`src/rtl/display_scheduler_pkg.sv`:
```
// display_scheduler_pkg: shared state encoding, sizes and helpers for the display scheduler
package display_scheduler_pkg;
  typedef enum logic [1:0] {IDLE = 2'd0, SHOW = 2'd1, GAP = 2'd2} state_t;
  localparam int NREQ = 4;
  localparam int CLK_DIV_100MHZ = 100000;
  function automatic logic [NREQ-1:0] onehot(input logic [1:0] i);
    return NREQ'(1) << i;
  endfunction
endpackage

```
`src/rtl/display_scheduler_rr_pick4.sv`:
```
// rr_pick4: round-robin pick of the first set req bit after last, wrapping back to last
module rr_pick4 (
  input  logic [3:0] req,
  input  logic [1:0] last,
  output logic [1:0] pick,
  output logic       any
);
  logic [1:0] base;
  logic [7:0] dbl;
  logic [3:0] rot;
  always_comb begin
    base = last + 2'd1;
    dbl  = {req, req} >> base;
    rot  = dbl[3:0];
    pick = base + (rot[0] ? 2'd0 : rot[1] ? 2'd1 : rot[2] ? 2'd2 : 2'd3);
    any  = |req;
  end
endmodule

```
`src/rtl/display_scheduler.sv`:
```
// display_scheduler: round-robin time-sharing of a 16-bit display word between four requesters
module display_scheduler
  import display_scheduler_pkg::*;
#(
  parameter int CLK_DIV    = CLK_DIV_100MHZ,
  parameter int HOLD_TICKS = 1000,
  parameter int GAP_TICKS  = 100
) (
  input  logic               clk,
  input  logic               rst,
  input  logic [NREQ-1:0]    req,
  input  logic [16*NREQ-1:0] data_in,
  output logic [NREQ-1:0]    ack,
  output logic [15:0]        disp_data,
  output logic               disp_blank,
  output logic [1:0]         owner,
  output logic               busy
);
  localparam int MAXT = HOLD_TICKS > GAP_TICKS ? HOLD_TICKS : GAP_TICKS;
  localparam int DW = MAXT > 1 ? $clog2(MAXT) : 1;
  localparam int PW = $clog2(CLK_DIV);
  state_t          state_q, state_d;
  logic [15:0]     disp_data_q, disp_data_d;
  logic [1:0]      owner_q, owner_d;
  logic [NREQ-1:0] ack_q, ack_d;
  logic [PW-1:0]   presc_q, presc_d;
  logic [DW-1:0]   dwell_q, dwell_d;
  logic [1:0]      pick;
  logic            any, tick, hold_end, gap_end;
  rr_pick4 u_pick (
    .req  (req),
    .last (owner_q),
    .pick (pick),
    .any  (any)
  );
  always_comb begin
    tick        = presc_q == PW'(CLK_DIV - 1);
    hold_end    = tick && dwell_q == DW'(HOLD_TICKS - 1);
    gap_end     = tick && dwell_q == DW'(GAP_TICKS - 1);
    state_d     = state_q;
    disp_data_d = disp_data_q;
    owner_d     = owner_q;
    ack_d       = '0;
    presc_d     = (state_q == IDLE || tick) ? '0 : presc_q + 1'b1;
    dwell_d     = state_q == IDLE ? '0 : tick ? dwell_q + 1'b1 : dwell_q;
    case (state_q)
      IDLE: state_d = any ? SHOW : IDLE;
      SHOW: begin
        if (req[owner_q]) begin
          disp_data_d = data_in[{owner_q, 4'd0} +: 16];
          ack_d       = onehot(owner_q);
        end
        if (hold_end) begin
          dwell_d = '0;
          state_d = |(req & ~onehot(owner_q)) ? GAP : SHOW;
        end
      end
      GAP: if (gap_end) begin
        dwell_d = '0;
        state_d = any ? SHOW : IDLE;
      end
      default: state_d = IDLE;
    endcase
    if (state_d == SHOW && state_q != SHOW) begin
      owner_d     = pick;
      disp_data_d = data_in[{pick, 4'd0} +: 16];
      ack_d       = onehot(pick);
      presc_d     = '0;
      dwell_d     = '0;
    end
  end
  always_ff @(posedge clk) begin
    if (rst) begin
      state_q     <= IDLE;
      disp_data_q <= '0;
      owner_q     <= 2'd3;
      ack_q       <= '0;
      presc_q     <= '0;
      dwell_q     <= '0;
    end else begin
      state_q     <= state_d;
      disp_data_q <= disp_data_d;
      owner_q     <= owner_d;
      ack_q       <= ack_d;
      presc_q     <= presc_d;
      dwell_q     <= dwell_d;
    end
  end
  assign ack        = ack_q;
  assign disp_data  = disp_data_q;
  assign disp_blank = state_q != SHOW;
  assign owner      = owner_q;
  assign busy       = state_q != IDLE;
endmodule

```
`config.mk`:
```
export PLATFORM = sky130hd
export DESIGN_NAME = display_scheduler
export DESIGN_NICKNAME = d
export VERILOG_FILES = /design/src/rtl/display_scheduler_pkg.sv /design/src/rtl/display_scheduler_rr_pick4.sv /design/src/rtl/display_scheduler.sv
export SDC_FILE = /design/constraint.sdc
export NUM_CORES = 1
export LEC_CHECK = 0
export CAP_MARGIN = 5
export CORE_UTILIZATION = 35
export CTS_BUF_LIST = sky130_fd_sc_hd__clkbuf_2
export DETAILED_ROUTE_END_ITERATION = 16
export DONT_BUFFER_PORTS = 1
export PLACE_DENSITY = 0.58
export SETUP_SLACK_MARGIN = 0.05
export SYNTH_ARGS = -nofsm -noshare
export SYNTH_HDL_FRONTEND = slang
export SYNTH_SLANG_ARGS = --single-unit
```
`constraint.sdc`:
```
create_clock -name clk -period 6.3 [get_ports clk]
set_input_delay 0.63 -clock clk [delete_from_list [all_inputs] [get_ports clk]]
set_output_delay 0.63 -clock clk [all_outputs]
set_load 0.01 [all_outputs]
```
# Yosys cells after proc, flatten, opt, wreduce, memory -nomap -nowiden
# Index checks and enable logic that the tools add are counted.
dict set report classes {
  eq_ne 7
  div_mod_pow 0
  bitwise 2
  reduce_logical 13
  add_sub_neg 4
  n_lt_le_gt_ge 1
  n_mul 0
  shifts 5
  n_mux 21
}
# op count
set ops {}
lappend ops {{$shiftx 64x7->16} 2}
lappend ops {{$mux 16} 3}
lappend ops {{$mux 10} 4}
lappend ops {{$pmux 10 s2} 1}
lappend ops {{$add 17x1->17 const B} 1}
lappend ops {{$eq 17x17->1 const B} 1}
lappend ops {{$mux 4} 3}
lappend ops {{$add 10x1->10 const B} 1}
lappend ops {{$eq 10x10->1 const B} 1}
lappend ops {{$eq 10x7->1 const B} 1}
lappend ops {{$mux 2} 5}
lappend ops {{$reduce_or 4->1} 2}
lappend ops {{$shl 1x2->4 const A} 2}
lappend ops {{$shr 8x2->3} 1}
lappend ops {{$pmux 2 s3} 1}
lappend ops {{$reduce_bool 2->1} 3}
lappend ops {{$and 4x4->4} 1}
lappend ops {{$eq 2x1->1 const B} 2}
lappend ops {{$not 4->4} 1}
lappend ops {{$logic_and 1x1->1} 3}
lappend ops {{$lt 2x3->1 const B} 1}
lappend ops {{$mux 1} 3}
lappend ops {{$reduce_or 3->1} 1}
lappend ops {{$add 2x1->2 const B} 1}
lappend ops {{8 further kinds} 8}
dict set report totals {
  n_memories 0
  rom_bits 0
  mem_bits_rw 0
  latchBits 0
  input_bits 70
  elab_cells 59
  regBits 51
  output_inout_bits 24
}

# Logic depth before layout (Yosys ltp)
dict set report logic_depth {
  depth_word 11
  depth_mapped 15
  mapped_depth_nobuf 13
}

# Modules after synthesis
# A second synthesis with hierarchy kept.
dict set report hier_totals {
  cells_unflattened 314
  area_unflattened_um2 2865.2
}
# module area_each_um2 instances cells_each seq_area_each_um2
set by_module_without_submodules {}
lappend by_module_without_submodules {display_scheduler 2706.3 1 291 1021.0}
lappend by_module_without_submodules {rr_pick4 158.9 1 23 0.0}

# Worst setup path after synthesis
# Ideal clock, no wire load.
dict set report synth_path {
  kind {register -> register}
  from {register owner_q[0], in the netlist owner[0]}
  to {register disp_data_q[14], in the netlist disp_data[14]}
  path_stages_with_launch 16
  required_time_ns 6.172
  path_buffers 2
  t_arrival_ns 2.842
  slack_ns 3.330
  setup_ns 0.128
  synth_period_minus_slack_ns 2.970
  path_cell_list {dfxtp_1 clkbuf_1 inv_1 ha_1 inv_1 nand2_1 a21oi_1 o31a_1 ha_1 inv_1 a21oi_2 nand4b_2 o211ai_4 buf_6 mux2i_1 o221ai_2}
}
dict set report synth_between {
  elab_chain_cells 11
  word_cells_on_any_way 25
  classes_between {add/sub (2); eq/ne (1); shift (4); mux (11); bitwise (2); reduce/logical (5)}
}
# element line_no
set synth_rtl {}
lappend synth_rtl {{start: declaration} display_scheduler.sv:24} ;# logic [1:0] owner_q, owner_d;
lappend synth_rtl {{start signal: assignment} display_scheduler.sv:83} ;# owner_q <= owner_d;
lappend synth_rtl {{branches (longest 11 deep; another with $add 2x1->2)} --}
lappend synth_rtl {{end signal: assignment} display_scheduler.sv:82} ;# disp_data_q <= disp_data_d;
lappend synth_rtl {{end: declaration} display_scheduler.sv:23} ;# logic [15:0] disp_data_q, disp_data_d;
# Several ways; the timed one is not identified. The select of a mux whose other input is x is not followed.
# A chain may end at the register's enable or synchronous reset.

# Worst setup path after layout
dict set report layout_path {
  from {register owner_q[0], in the netlist owner[0]}
  to {register disp_data_q[15], in the netlist disp_data[15]}
}
# Same word-level chain as after synthesis.

==> impl_metrics.toml <==
[route]
drt_pre_antenna_iters = 4
drt_iter0_markers = 67
met1_length_mm = 2.877
route.met2.wl_mm = 2.889
routed_wl_mm = 6.072
top_layer = "met4"
drc = 0
ant_nets = 0
via_per_inst = 5.360
wl_met3_um = 235
wire_per_inst_um = 14.39
num_vias = 2262

[timing]
tns_ps = 0
finClkSkew_ps = 32.06
period_minus_slack_ps = 3404
worstMarginPinSlew_ps = 1133
fmax_mhz = 293.7
hold_violations = 0
final-max-slew-violation-count = 0
min_period_over_period_pct = 54.04
grt_setup_unrepaired = "no"
finalSetupViolCount = 0
max_slew_margin_pct = 24.34

[cells_and_area]
finalNetCount = 397
diodes = 0
area_delta_synth_final_pct = 3.223
layout-drive-gt1-share_pct = 9.779

[cts]
cts_resized = 0
tritoncts = "built"
clockBufferDepth = 2
cts_setup_buffers = 0
clockRootBuffer = "clkbuf_2"
cts_made_buffers = 5
cts_sinks = 51
cts_hold_buffers = 0
worstSkewPairLatency_ps = 460
h-tree-depth = 2
clk_pin_slew_worst_paths_ps = 310

[power]
power.density_nw_per_um2 = 245.1
power_mw = 0.7464
p_leak_nw = 1.154
ir_drop_mv = 0.1062

[floorplan]
rows = 33
dieHeight_um = 93.81
dieArea_um2 = 8800
io-pin-count = 94
core-area_um2 = 8175
start_util_pct = 36.09
fp.dieW_um = 93.81

[synthesis]
ys_top_cells_by_count = "dfxtp_1 (51), nor2_1 (36), nand2_1 (35), mux2i_1 (34)"
synthCells = 320
synth_top_cell_by_area = "dfxtp_1"
synth_most_common_cell = "dfxtp_1"
ys_warn_count = 0
ys_dominant_reg_cell = "dfxtp_1"
synth_area_um2 = 2950
postSynthAreaPerCell_um2 = 9.220
syn-num-nets = 401
ys_async_sr_fraction_pct = 0
synth-seq-cells = 51
synth_cell_types = 57
yosys-top-cells-area = "dfxtp_1 (35%), mux2i_1 (12%), o221ai_1 (4.7%)"
synth.yosys.seq_area_share_pct = 34.61
synth_edf_count = 0
yosysTopAreaCellShare_pct = 34.61

[worst_setup_path]
critPathKind = "flop to flop"
cp.arrival_ps = 3780
crit_chain = "inv_1 > ha_1 > inv_1 > nand2_1 > a21oi_1 > o31a_1 > ha_1 > inv_1 > a21oi_2 > nand4b_2 > o211ai_4 > buf_4 > mux2i_1 > o221ai_1"
start_kind = "flop"
crit_fanout = 33
path_delay_family = "buffers and inverters"
slowest_delay_ps = 640
path_buf_inv = 4
cpMaxStageDelayCell = "dfxtp_1"
required_ps = 6680
cp_common_cell = "inv_1"
end_kind = "flop"

[global_routing]
track_usage_pct = 13.81
antenna_found_initial = 0
gr-total-overflow = 0
grt_pass1_vias = 2062
grt_first_pass_wirelength_mm = 9.715
grt_max_degree = 34

[placement]
port_buffers = 0
place_congestion = 0.7577
dp_hpwl_mm = 4.458

[hold_path]
hp-class = "input pin to flop"

[status]
outcome = "finished, final reports clean"

[flow_run]
maxCapViolCount = 0
cell usage in the layout (no fill, tap or decap), types with 2 or more instances in the layout:
cell,synthesis,routed
or3_1,3,3
or2b_1,3,3
o211ai_4,2,2
and3_1,2,2
dfxtp_1,51,51
nor4bb_1,2,2
o221ai_1,16,16
nand3_1,11,11
xor2_1,16,16
ha_1,11,11
a21oi_1,9,9
clkbuf_2,1,5
inv_1,14,14
mux2_2,2,2
a31oi_1,3,3
mux2i_1,34,34
or2_2,3,3
nand4_1,11,11
nand2_1,35,35
nor2_1,36,36
nor3_1,3,3
xnor2_1,8,8
o2111ai_1,2,2
final timing paths:
path	startpoint	end	slack, ps	cells past startpoint
worst max register to register	owner[0]	disp_data[15]	2900	14
worst min register to register	presc_q[0]	presc_q[0]	510	1
worst max-delay path	owner[0]	disp_data[15]	2900	14
worst min-delay path	rst	state_q[0]	190	1
sequential cells by signal, summed over array words and instances, names as in the netlist:
register / count
presc_q: 17
owner: 2
disp_data: 16
dwell_q: 10
state_q: 2
ack: 4
stage by stage:
step | setup slack, ps | hold WS, ps | instances | area (µm²) | utilization, %
after floorplan | 3330 | 430.1 | 320 | 2950 | -
after global routing | 2635 | 139.7 | 422 | 3045 | 37.25
after detailed placement | 2900 | 457.5 | 414 | 2997 | 36.65
after CTS | 2911 | 156.6 | 422 | 3045 | 37.25
final | 2896 | 186.8 | 422 | 3045 | 37.25
after global placement | 2983 | 451.4 | 414 | 2997 | 36.65
routing by layer:
layer / GRT usage [%] / vias to the layer above
met5: 0 / -
met3: 2.751 / 7
met1: 18.63 / 1055
li1: - / 1146
met2: 21.90 / 54
met4: 4.615 / 0
power breakdown:
part           internal, mW  switching (mW)
sequential            0.358          0.0439
combinational        0.0896           0.110
clock                0.0296           0.116
cell families after synthesis:
logic type,synth area share [%]
adder cells (fa/ha/maj),4.665
AO/OA/AOI/OAI,14.63
flip-flops,34.61
buffers and inverters,4.919
multiplexers,12.30
XOR/XNOR,7.125
AND/OR/NAND/NOR,21.76
area by class of cell:
cell class | count | area [µm²]
clock buffer | 5 | 25.02
clock inverter | 3 | 23.77
fill | 865 | 5130
inverter | 14 | 52.55
multi-input combinational | 243 | 1784
sequential | 51 | 1021
tap | 105 | 131.4
timing repair buffer | 1 | 7.507
Power figures use the tool's default switching activity.
